--- src/rtl/mem_responder_pkg.sv ---
// Shared constants for the memory responder: command codes, address-source
// codes and responder state encodings.
package mem_responder_pkg;

    // Memory command codes driven by the decoder; 2'b11 is reserved.
    localparam logic [1:0] MEM_PAUSE = 2'b00;
    localparam logic [1:0] MEM_READ  = 2'b01;
    localparam logic [1:0] MEM_WRITE = 2'b10;

    // Address source select.
    localparam logic ADDR_FROM_PC = 1'b0;
    localparam logic ADDR_FROM_AR = 1'b1;

    // Responder state encodings.
    localparam logic [1:0] ST_IDLE = 2'd0;
    localparam logic [1:0] ST_REQ  = 2'd1;
    localparam logic [1:0] ST_RESP = 2'd2;

    // True for the commands that start a bus transaction.
    function automatic logic is_transfer(input logic [1:0] action);
        return (action == MEM_READ) || (action == MEM_WRITE);
    endfunction

endpackage

--- src/rtl/mem_responder_if.sv ---
// Memory bus between the responder (master) and the memory (slave).
// Read data is valid in the same cycle as ack.
interface mem_responder_if #(
    parameter int DATA_W = 8,
    parameter int ADDR_W = 8
);
    logic              req;
    logic              we;
    logic [ADDR_W-1:0] addr;
    logic [DATA_W-1:0] wdata;
    logic              ack;
    logic [DATA_W-1:0] rdata;

    modport master (output req, we, addr, wdata, input  ack, rdata);
    modport slave  (input  req, we, addr, wdata, output ack, rdata);
endinterface

--- src/rtl/mem_responder_pc_counter.sv ---
// Program counter: load from i_value, or increment with wrap at 2^ADDR_W.
// A load wins over a same-cycle increment.
module mem_responder_pc_counter #(
    parameter int                ADDR_W   = 8,
    parameter logic [ADDR_W-1:0] RESET_PC = '0
) (
    input  logic              clk,
    input  logic              rst_n,
    input  logic              i_load,
    input  logic [ADDR_W-1:0] i_value,
    input  logic              i_inc,
    output logic [ADDR_W-1:0] o_pc
);
    logic [ADDR_W-1:0] r_pc;
    logic [ADDR_W-1:0] w_pc_plus1;

    assign w_pc_plus1 = r_pc + ADDR_W'(1);

    // PC register with synchronous reset; load has priority over increment.
    always_ff @(posedge clk) begin
        if (!rst_n) begin
            r_pc <= RESET_PC;
        end else if (i_load) begin
            r_pc <= i_value;
        end else if (i_inc) begin
            r_pc <= w_pc_plus1;
        end
    end

    assign o_pc = r_pc;
endmodule

--- src/rtl/mem_responder.sv ---
// Memory-side responder: owns the PC, selects PC or AR as the address, runs
// a req/ack bus transaction and returns read data with a one-cycle strobe.
// Optional feature: define BB_MEM_TIMEOUT_EN to abort a request that is not
// acknowledged within TIMEOUT cycles (o_err pulses, reads return 0).
module mem_responder
    import mem_responder_pkg::*;
#(
    parameter int                DATA_W   = 8,
    parameter int                ADDR_W   = 8,
    parameter logic [ADDR_W-1:0] RESET_PC = '0,
    parameter int                TIMEOUT  = 15
) (
    input  logic              clk,
    input  logic              rst_n,
    input  logic [1:0]        i_mem_action,
    input  logic              i_mem_addr_src,
    input  logic              i_pc_counter_en,
    input  logic              i_pc_load,
    input  logic [ADDR_W-1:0] i_pc_value,
    input  logic [ADDR_W-1:0] i_ar,
    input  logic [DATA_W-1:0] i_wdata,
    output logic [ADDR_W-1:0] o_pc,
    output logic [DATA_W-1:0] o_rdata,
    output logic              o_rdata_valid,
    output logic              o_done,
    output logic              o_busy,
    output logic              o_err,
    mem_responder_if.master   bus
);
    if (TIMEOUT < 1) begin : g_bad_timeout
        $error("mem_responder: TIMEOUT must be at least 1");
    end

    logic [1:0]        r_state;
    logic              r_we;
    logic              r_inc_on_ack;
    logic [ADDR_W-1:0] r_bus_addr;
    logic [DATA_W-1:0] r_bus_wdata;
    logic [DATA_W-1:0] r_rdata;
    logic              w_pc_inc;
    logic [ADDR_W-1:0] w_pc;

`ifdef BB_MEM_TIMEOUT_EN
    localparam int                WAIT_W    = $clog2(TIMEOUT + 1);
    localparam logic [WAIT_W-1:0] WAIT_LAST = WAIT_W'(TIMEOUT - 1);
    logic [WAIT_W-1:0] r_wait;
    logic              r_timeout;
`endif

    // Advance the PC only on the ack edge of a PC-sourced, count-enabled read.
    assign w_pc_inc = (r_state == ST_REQ) && bus.ack && r_inc_on_ack;

    mem_responder_pc_counter #(
        .ADDR_W   (ADDR_W),
        .RESET_PC (RESET_PC)
    ) u_pc_counter (
        .clk     (clk),
        .rst_n   (rst_n),
        .i_load  (i_pc_load),
        .i_value (i_pc_value),
        .i_inc   (w_pc_inc),
        .o_pc    (w_pc)
    );

    // Transaction FSM: accept in IDLE, hold the request until ack, report in RESP.
    // NOTE: state registers use non-blocking assignments so every flop samples
    // pre-edge values; blocking here would create order-dependent simulation.
    always_ff @(posedge clk) begin
        if (!rst_n) begin
            r_state      <= ST_IDLE;
            r_we         <= 1'b0;
            r_inc_on_ack <= 1'b0;
            r_bus_addr   <= '0;
            r_bus_wdata  <= '0;
            r_rdata      <= '0;
`ifdef BB_MEM_TIMEOUT_EN
            r_wait       <= '0;
            r_timeout    <= 1'b0;
`endif
        end else begin
            case (r_state)
                ST_IDLE: begin
                    if (is_transfer(i_mem_action)) begin
                        r_state      <= ST_REQ;
                        r_we         <= (i_mem_action == MEM_WRITE);
                        r_inc_on_ack <= (i_mem_action == MEM_READ) &&
                                        (i_mem_addr_src == ADDR_FROM_PC) &&
                                        i_pc_counter_en;
                        r_bus_addr   <= (i_mem_addr_src == ADDR_FROM_AR) ? i_ar : w_pc;
                        r_bus_wdata  <= i_wdata;
`ifdef BB_MEM_TIMEOUT_EN
                        r_wait       <= '0;
                        r_timeout    <= 1'b0;
`endif
                    end
                end
                ST_REQ: begin
                    if (bus.ack) begin
                        r_state <= ST_RESP;
                        if (!r_we) begin
                            r_rdata <= bus.rdata;
                        end
`ifdef BB_MEM_TIMEOUT_EN
                    end else if (r_wait == WAIT_LAST) begin
                        r_state   <= ST_RESP;
                        r_timeout <= 1'b1;
                        if (!r_we) begin
                            r_rdata <= '0;
                        end
                    end else begin
                        r_wait <= r_wait + WAIT_W'(1);
`endif
                    end
                end
                ST_RESP: r_state <= ST_IDLE;
                default: r_state <= ST_IDLE;
            endcase
        end
    end

    assign o_pc          = w_pc;
    assign o_rdata       = r_rdata;
    assign o_busy        = (r_state != ST_IDLE);
    assign o_done        = (r_state == ST_RESP);
    assign o_rdata_valid = (r_state == ST_RESP) && !r_we;
`ifdef BB_MEM_TIMEOUT_EN
    assign o_err         = (r_state == ST_RESP) && r_timeout;
`else
    assign o_err         = 1'b0;
`endif

    assign bus.req   = (r_state == ST_REQ);
    assign bus.we    = r_we;
    assign bus.addr  = r_bus_addr;
    assign bus.wdata = r_bus_wdata;
endmodule

--- src/flat_wrapper.sv ---
// flat-port wrapper written by rule: the top's interface ports become plain ports
module mem_responder_flat import mem_responder_pkg::*;
#(
    parameter int                DATA_W   = 8,
    parameter int                ADDR_W   = 8,
    parameter logic [ADDR_W-1:0] RESET_PC = '0,
    parameter int                TIMEOUT  = 15
)
  (clk, rst_n, i_mem_action, i_mem_addr_src, i_pc_counter_en, i_pc_load, i_pc_value, i_ar, i_wdata, o_pc, o_rdata, o_rdata_valid, o_done, o_busy, o_err, bus_req, bus_we, bus_addr, bus_wdata, bus_ack, bus_rdata);
  mem_responder_if #(.DATA_W(DATA_W), .ADDR_W(ADDR_W)) bus_i ();
  input  logic clk;
  input  logic rst_n;
  input  logic [1:0] i_mem_action;
  input  logic i_mem_addr_src;
  input  logic i_pc_counter_en;
  input  logic i_pc_load;
  input  logic [ADDR_W-1:0] i_pc_value;
  input  logic [ADDR_W-1:0] i_ar;
  input  logic [DATA_W-1:0] i_wdata;
  output logic [ADDR_W-1:0] o_pc;
  output logic [DATA_W-1:0] o_rdata;
  output logic o_rdata_valid;
  output logic o_done;
  output logic o_busy;
  output logic o_err;
  output wire logic [$bits(bus_i.req)-1:0] bus_req;
  output wire logic [$bits(bus_i.we)-1:0] bus_we;
  output wire logic [$bits(bus_i.addr)-1:0] bus_addr;
  output wire logic [$bits(bus_i.wdata)-1:0] bus_wdata;
  input wire logic [$bits(bus_i.ack)-1:0] bus_ack;
  input wire logic [$bits(bus_i.rdata)-1:0] bus_rdata;
  assign bus_req = bus_i.req;
  assign bus_we = bus_i.we;
  assign bus_addr = bus_i.addr;
  assign bus_wdata = bus_i.wdata;
  assign bus_i.ack = bus_ack;
  assign bus_i.rdata = bus_rdata;
  mem_responder #(.DATA_W(DATA_W), .ADDR_W(ADDR_W), .RESET_PC(RESET_PC), .TIMEOUT(TIMEOUT)) u_core (.clk(clk), .rst_n(rst_n), .i_mem_action(i_mem_action), .i_mem_addr_src(i_mem_addr_src), .i_pc_counter_en(i_pc_counter_en), .i_pc_load(i_pc_load), .i_pc_value(i_pc_value), .i_ar(i_ar), .i_wdata(i_wdata), .o_pc(o_pc), .o_rdata(o_rdata), .o_rdata_valid(o_rdata_valid), .o_done(o_done), .o_busy(o_busy), .o_err(o_err), .bus(bus_i));
endmodule
--- config.mk ---
export PLATFORM = sky130hd
export DESIGN_NAME = mem_responder_flat
export DESIGN_NICKNAME = d
export VERILOG_FILES = /design/src/rtl/mem_responder_pkg.sv /design/src/rtl/mem_responder_if.sv /design/src/rtl/mem_responder_pc_counter.sv /design/src/rtl/mem_responder.sv /design/src/flat_wrapper.sv
export SDC_FILE = /design/constraint.sdc
export NUM_CORES = 1
export LEC_CHECK = 0
export CORE_ASPECT_RATIO = 0.9
export CORE_UTILIZATION = 41
export CTS_BUF_LIST = sky130_fd_sc_hd__clkbuf_16
export DETAILED_ROUTE_END_ITERATION = 12
export PLACE_DENSITY = 0.8
export SLEW_MARGIN = 20
export SYNTH_ARGS = -nofsm -noshare
export SYNTH_HDL_FRONTEND = slang
export SYNTH_SLANG_ARGS = --single-unit
--- constraint.sdc ---
create_clock -name clk -period 1.9 [get_ports clk]
set_clock_uncertainty 0.05 [all_clocks]
set_input_delay 0.285 -clock clk [delete_from_list [all_inputs] [get_ports clk]]
set_output_delay 0.285 -clock clk [all_outputs]
set_load 0.1 [all_outputs]
After elaboration in Yosys (flattened, before gate mapping)

Index checks and enable logic that the tools add are counted.
Widths: inputs -> output; s select.

Flip-flop bits (word level): 36
Input port bits: 40
Output and inout bits: 38
Word-level logic and storage cells: 35

Add/subtract/negate cells: 1
Eq/ne operators: 6
Mux-type cells: 6
Bitwise operators: 2
Reductions and logical operators: 13

Operators with widths:

| operator            | count |
|---|---|
| $mux 8              | 3 |
| $add 8x1->8 const B | 1 |
| $logic_and 1x1->1   | 5 |
| $eq 2x1->1 const B  | 2 |
| $eq 2x2->1 const B  | 2 |
| $mux 2              | 2 |
| $ne 2x1->1 const B  | 2 |
| $pmux 2 s2          | 1 |
| $reduce_and 2->1    | 2 |
| $reduce_bool 2->1   | 2 |
| $reduce_and 3->1    | 1 |
| $logic_not 2->1     | 1 |
| $not 1->1           | 2 |
| $logic_not 1->1     | 1 |
| $logic_or 1x1->1    | 1 |

Logic depth before layout (Yosys ltp)

Gate-level depths: netlist of the first run.

Depth in word-level cells: 5
Depth in mapped cells: 6
Mapped depth without buffers: 5

Modules after synthesis

Synthesis of the first run repeated with hierarchy kept, for this count alone.

Cells, all modules: 190
Area, all modules: 1722.9 µm²

Modules (own cells, without submodules):

| module                   | instances | cells an instance | area an instance (µm²) | seq. area each (µm²) |
|---|---|---|---|---|
| mem_responder            | 1         | 135               | 1261.2                 | 560.5 |
| mem_responder_pc_counter | 1         | 55                | 461.7                  | 160.2 |

Worst setup path after synthesis of the first run

Ideal clock, no wire load.

Path kind: flip-flop to output port
Start: register u_core.r_state[1]
End: output port o_rdata_valid
Arrival time: 3302 ps
Data required time: 1565 ps
Slack: -1737 ps
Stages on the path, launching flop included: 3
Path buffers: 0
Cell sequence: dfxtp_1 > nor2b_1 > nor2b_1

Word-level cells in the longest chain between the ends: 2

RTL lines:

| what                   | line                 | text |
|---|---|---|
| from (decl)            | mem_responder.sv:34  | `logic [1:0] r_state;` |
| from (signal assigned) | mem_responder.sv:70  | `r_state <= ST_IDLE;` |
| from (signal assigned) | mem_responder.sv:84  | `r_state <= ST_REQ;` |
| from (signal assigned) | mem_responder.sv:99  | `r_state <= ST_RESP;` |
| $eq 2x2->1             | n/a                  |  |
| named net o_done       | flat_wrapper.sv:23   | `output logic o_done;` |
| $logic_and 1x1->1      | mem_responder.sv:125 | `assign o_rdata_valid = (r_state == ST_RESP) && !r_we;` |
| to (decl)              | flat_wrapper.sv:22   | `output logic o_rdata_valid;` |

The timed path passes the listed nets, and every way through them passes these cells.

Final worst setup path of the first run

Start: input port i_mem_action[0]
End: register u_core.r_inc_on_ack

Word-level cells in the longest chain between the ends: 3
Elaborated cells on any way between the ends: 6
Classes of those cells: eq/ne (2); reduce/logical (4)

RTL lines:

| what                                                                   | line                                         | text |
|---|---|---|
| from (decl)                                                            | flat_wrapper.sv:13                           | `input logic [1:0] i_mem_action;` |
| $eq 2x1->1 / $eq 2x2->1 (equally long branches)                        | mem_responder_pkg.sv:21, mem_responder.sv:86 |  |
| $logic_or 1x1->1 / $logic_and 1x1->1 (equally long branches)           | mem_responder_pkg.sv:21, mem_responder.sv:86 |  |
| $reduce_and 2->1 (no line) / $logic_and 1x1->1 (equally long branches) | n/a                                          |  |
| to (signal assigned)                                                   | mem_responder.sv:86                          | `r_inc_on_ack <= (i_mem_action == MEM_READ) &&` |
| to (decl)                                                              | mem_responder.sv:36                          | `logic r_inc_on_ack;` |

Parallel ways exist; a longest one is shown, timed or not.
A chain may end at the register's enable or synchronous reset.

==> results.json, run 1 <==
{
  "floorplan.die.height_um": 62.6,
  "drc_errors": 0,
  "antenna_cells_inserted": 0,
  "leakagePower_nw": 1.20,
  "yosysSeqAreaShare_pct": 43.1,
  "antenna_found_initial": 0,
  "design.die.area_um2": 4330,
  "layout-drive-gt1-share_pct": 25.2,
  "vdd_ir_drop_max_v": 0.000632,
  "power.internal_mw": 1.70,
  "clock_sinks": 36,
  "asyncSetResetFlopFracSynth_pct": 0,
  "pwr-share-seq_pct": 32.5,
  "area_growth_pct": 60.5,
  "synth_compound_area_share_pct": 24.7,
  "route.antenna.remaining_nets": 0,
  "holdCritPathClass": "reg2reg",
  "cts-resized-gates": 0,
  "postSynth.topFlopCell": "dfxtp_1",
  "place_congestion": 0.723,
  "layout_worst_path_cycle_share_pct": 89.0,
  "post_synth_mux_area_share_pct": 4.27,
  "setup.worst_path.start_class": "primary input",
  "clock_insertion_delay_worst_skew_ns": 0.28,
  "final.setup.worst_slack_ns": 0.210,
  "synthDominantAreaCellType": "dfxtp_1",
  "cts_max_path_buffers": 2,
  "vias": 1604,
  "power_density_nw_per_um2": 992,
  "run_status": "finished clean",
  "wire_length_of_the_first_global_routing_pass_um": 6840,
  "report.final.slew_viol_count": 0,
  "main_combinational_cell_family_by_area_after_synthesis": "compound AO/OA/AOI/OAI gates",
  "drv.max_cap_violation_count": 0,
  "synth_area_um2": 1670,
  "chipWidth_um": 69.3,
  "post_cts.repair.setup_buffers": 0,
  "drt-pass1-iter-count": 4,
  "total_switching_power_mw": 0.960,
  "syn-instance-count": 186,
  "cts_htree_levels": 2,
  "cts_hold_repair.buffers": 0,
  "num_cts_buffers": 5,
  "sw_ratio_pct": 36.1,
  "synth.yosys.warnings": 0,
  "top_cells_by_instance_count_after_synthesis": "nand2_1, dfxtp_1, a21boi_0",
  "finalWorstPathRequiredPeriod_ns": 1.69,
  "clkPwrFrac_pct": 34.3,
  "drt-total-wl_um": 4090,
  "synth-simple-area-share_pct": 19.9,
  "fillCellCount": 311,
  "critical_path_required_ns": 2.01,
  "area_share_of_the_largest_cell_type_after_synthesis_pct": 43.1,
  "synth_fa_ha_area_share_pct": 2.25,
  "post_synth_xor_xnor_area_pct": 0.524,
  "vias_in_the_first_global_route": 1540,
  "grt.overflow.total": 0,
  "io_pins": 78,
  "initial_utilization_pct": 43.8,
  "numPortBuffers": 76,
  "rsz0062_at_grt": "no",
  "cts.root.buffer_cell": "clkbuf_16",
  "postSynthRegisterBits": 36,
  "placement.cell_area_um2": 2520,
  "post_synth_num_cell_types": 36,
  "place_hpwl_um": 3040,
  "cp-end-kind": "flop",
  "fin_worst_hold_slack_ns": 0.415,
  "global_route.usage.total_pct": 19.8,
  "synth_nets": 229,
  "critPathMaxFanout": 10,
  "nNetsFinal": 308,
  "drt-initial-drc-count": 62,
  "post_synth.cell_area_avg_um2": 8.98,
  "clock_transition_at_the_registers_of_the_reported_paths_ns": 0.05,
  "comb_power_share_pct": 33.2,
  "setup.worst_path.class": "in2reg",
  "dp_slack_ns": -0.0744,
  "vias_per_cell": 5.14,
  "finalHoldViolCount": 0,
  "final_cell_area_um2": 2680,
  "core_region_area_um2": 3810,
  "wire_per_inst_um": 13.1,
  "tritoncts": "yes",
  "timing.final.setup_violations": 0,
  "rows": 21,
  "grt_start_max_net_pins": 26,
  "synth.area.top_cells": "dfxtp_1, nand2_1, a21boi_0",
  "edff_count_synth": 0,
  "max_clock_freq_mhz": 592,
  "synth_most_common_cell": "nand2_1",
  "worst_ep_arrival_time_ns": 1.80
}
-- metrics by stage --
stage	total power [mW]	util, %	instances	TNS [ns]
after detailed placement	1.77	66.1	304	-0.672
after global placement	1.76	66.1	304	-0.622
after global routing	2.76	70.4	312	0
after CTS	2.68	70.4	312	0
after floorplan	1.50	-	186	-0.0884
final	2.66	70.4	312	0
-- metal layers --
metal	track usage, %	wire length (um)	part of all wire [%]	vias up
li1	-	-	-	819
met4	6.89	53	1.3	0
met2	31.7	1830	45	51
met5	0	0	0	-
met1	24.2	1930	47	730
met3	7.74	274	6.7	4
-- cells by family (layout without fill, tap and decap cells) --
| family | count (synthesis) | after routing |
|---|---|---|
| compound gates | 57 | 57 |
| flops | 36 | 36 |
| other cells | 1 | 1 |
| buf+inv | 19 | 99 |
| simple gates | 62 | 62 |
| mux | 7 | 7 |
| fa+ha+maj | 3 | 3 |
| xor+xnor | 1 | 1 |
-- flip-flops by register name, summed over array words and instances (netlist names) --
signal,count
u_core.o_rdata,8
u_core.r_inc_on_ack,1
u_core.bus.wdata,8
u_core.u_pc_counter.o_pc,8
u_core.bus.we,1
u_core.bus.addr,8
u_core.r_state,2
-- cell usage in the layout (no fill, tap or decap), types with 2 or more instances in the layout --
cell type,instances
clkbuf_16,5
o21ai_0,15
dfxtp_1,30
a31oi_1,5
buf_12,7
a21boi_0,18
inv_1,6
clkdlybuf4s50_1,39
dfxtp_2,6
nand2_1,38
o211a_1,10
or4_1,4
mux2i_1,6
or3_1,2
nor2b_1,2
buf_4,40
nand2b_1,2
ha_1,3
o211ai_1,2
o31ai_1,4
nor2b_4,2
-- critical path: stages --
cell and delay [ns]:
clkdlybuf4s50_1 0.48, inv_1 0.05, ha_1 0.33, or3_1 0.47
nand2_1 0.11, a21boi_0 0.08
-- worst paths after layout --
check	startpoint	end	slack, ns	cells past startpoint
max reg2reg	u_core.r_state[1]	u_core.u_pc_counter.o_pc[2]	0.39	4
max	i_mem_action[0]	u_core.r_inc_on_ack	0.21	6
min	u_core.bus.wdata[6]	u_core.bus.wdata[6]	0.41	2
min reg2reg	u_core.bus.wdata[6]	u_core.bus.wdata[6]	0.41	2
-- layout make-up --
| type | count | area [um2] | share of cell area [%] |
|---|---|---|---|
| well taps | 46 | 57.6 | 2.15 |
| flip-flops and latches | 36 | 728 | 27.2 |
| clock buffers | 5 | 125 | 4.67 |
| repair buffers | 86 | 831 | 31.0 |
| clock inverters | 3 | 38.8 | 1.45 |
| multi-input cells | 131 | 882 | 32.9 |
| inverters | 5 | 18.8 | 0.700 |
-- power groups by stage --
stage	Combinational (mW)	Clock, mW	Sequential, mW
final	0.884	0.913	0.864
after global routing	0.926	0.961	0.874
after CTS	0.889	0.925	0.864
after detailed placement	0.887	0	0.880
after global placement	0.882	0	0.879
after floorplan	0.229	0	1.27
Note: power is estimated with default switching activity, not from simulation.
==> run 2: changes to the inputs <==
SKIP_LAST_GASP = 1   (was not set)
==> results of run 2 <==
Final layout, timing and power as in run 1 (identical DEF).
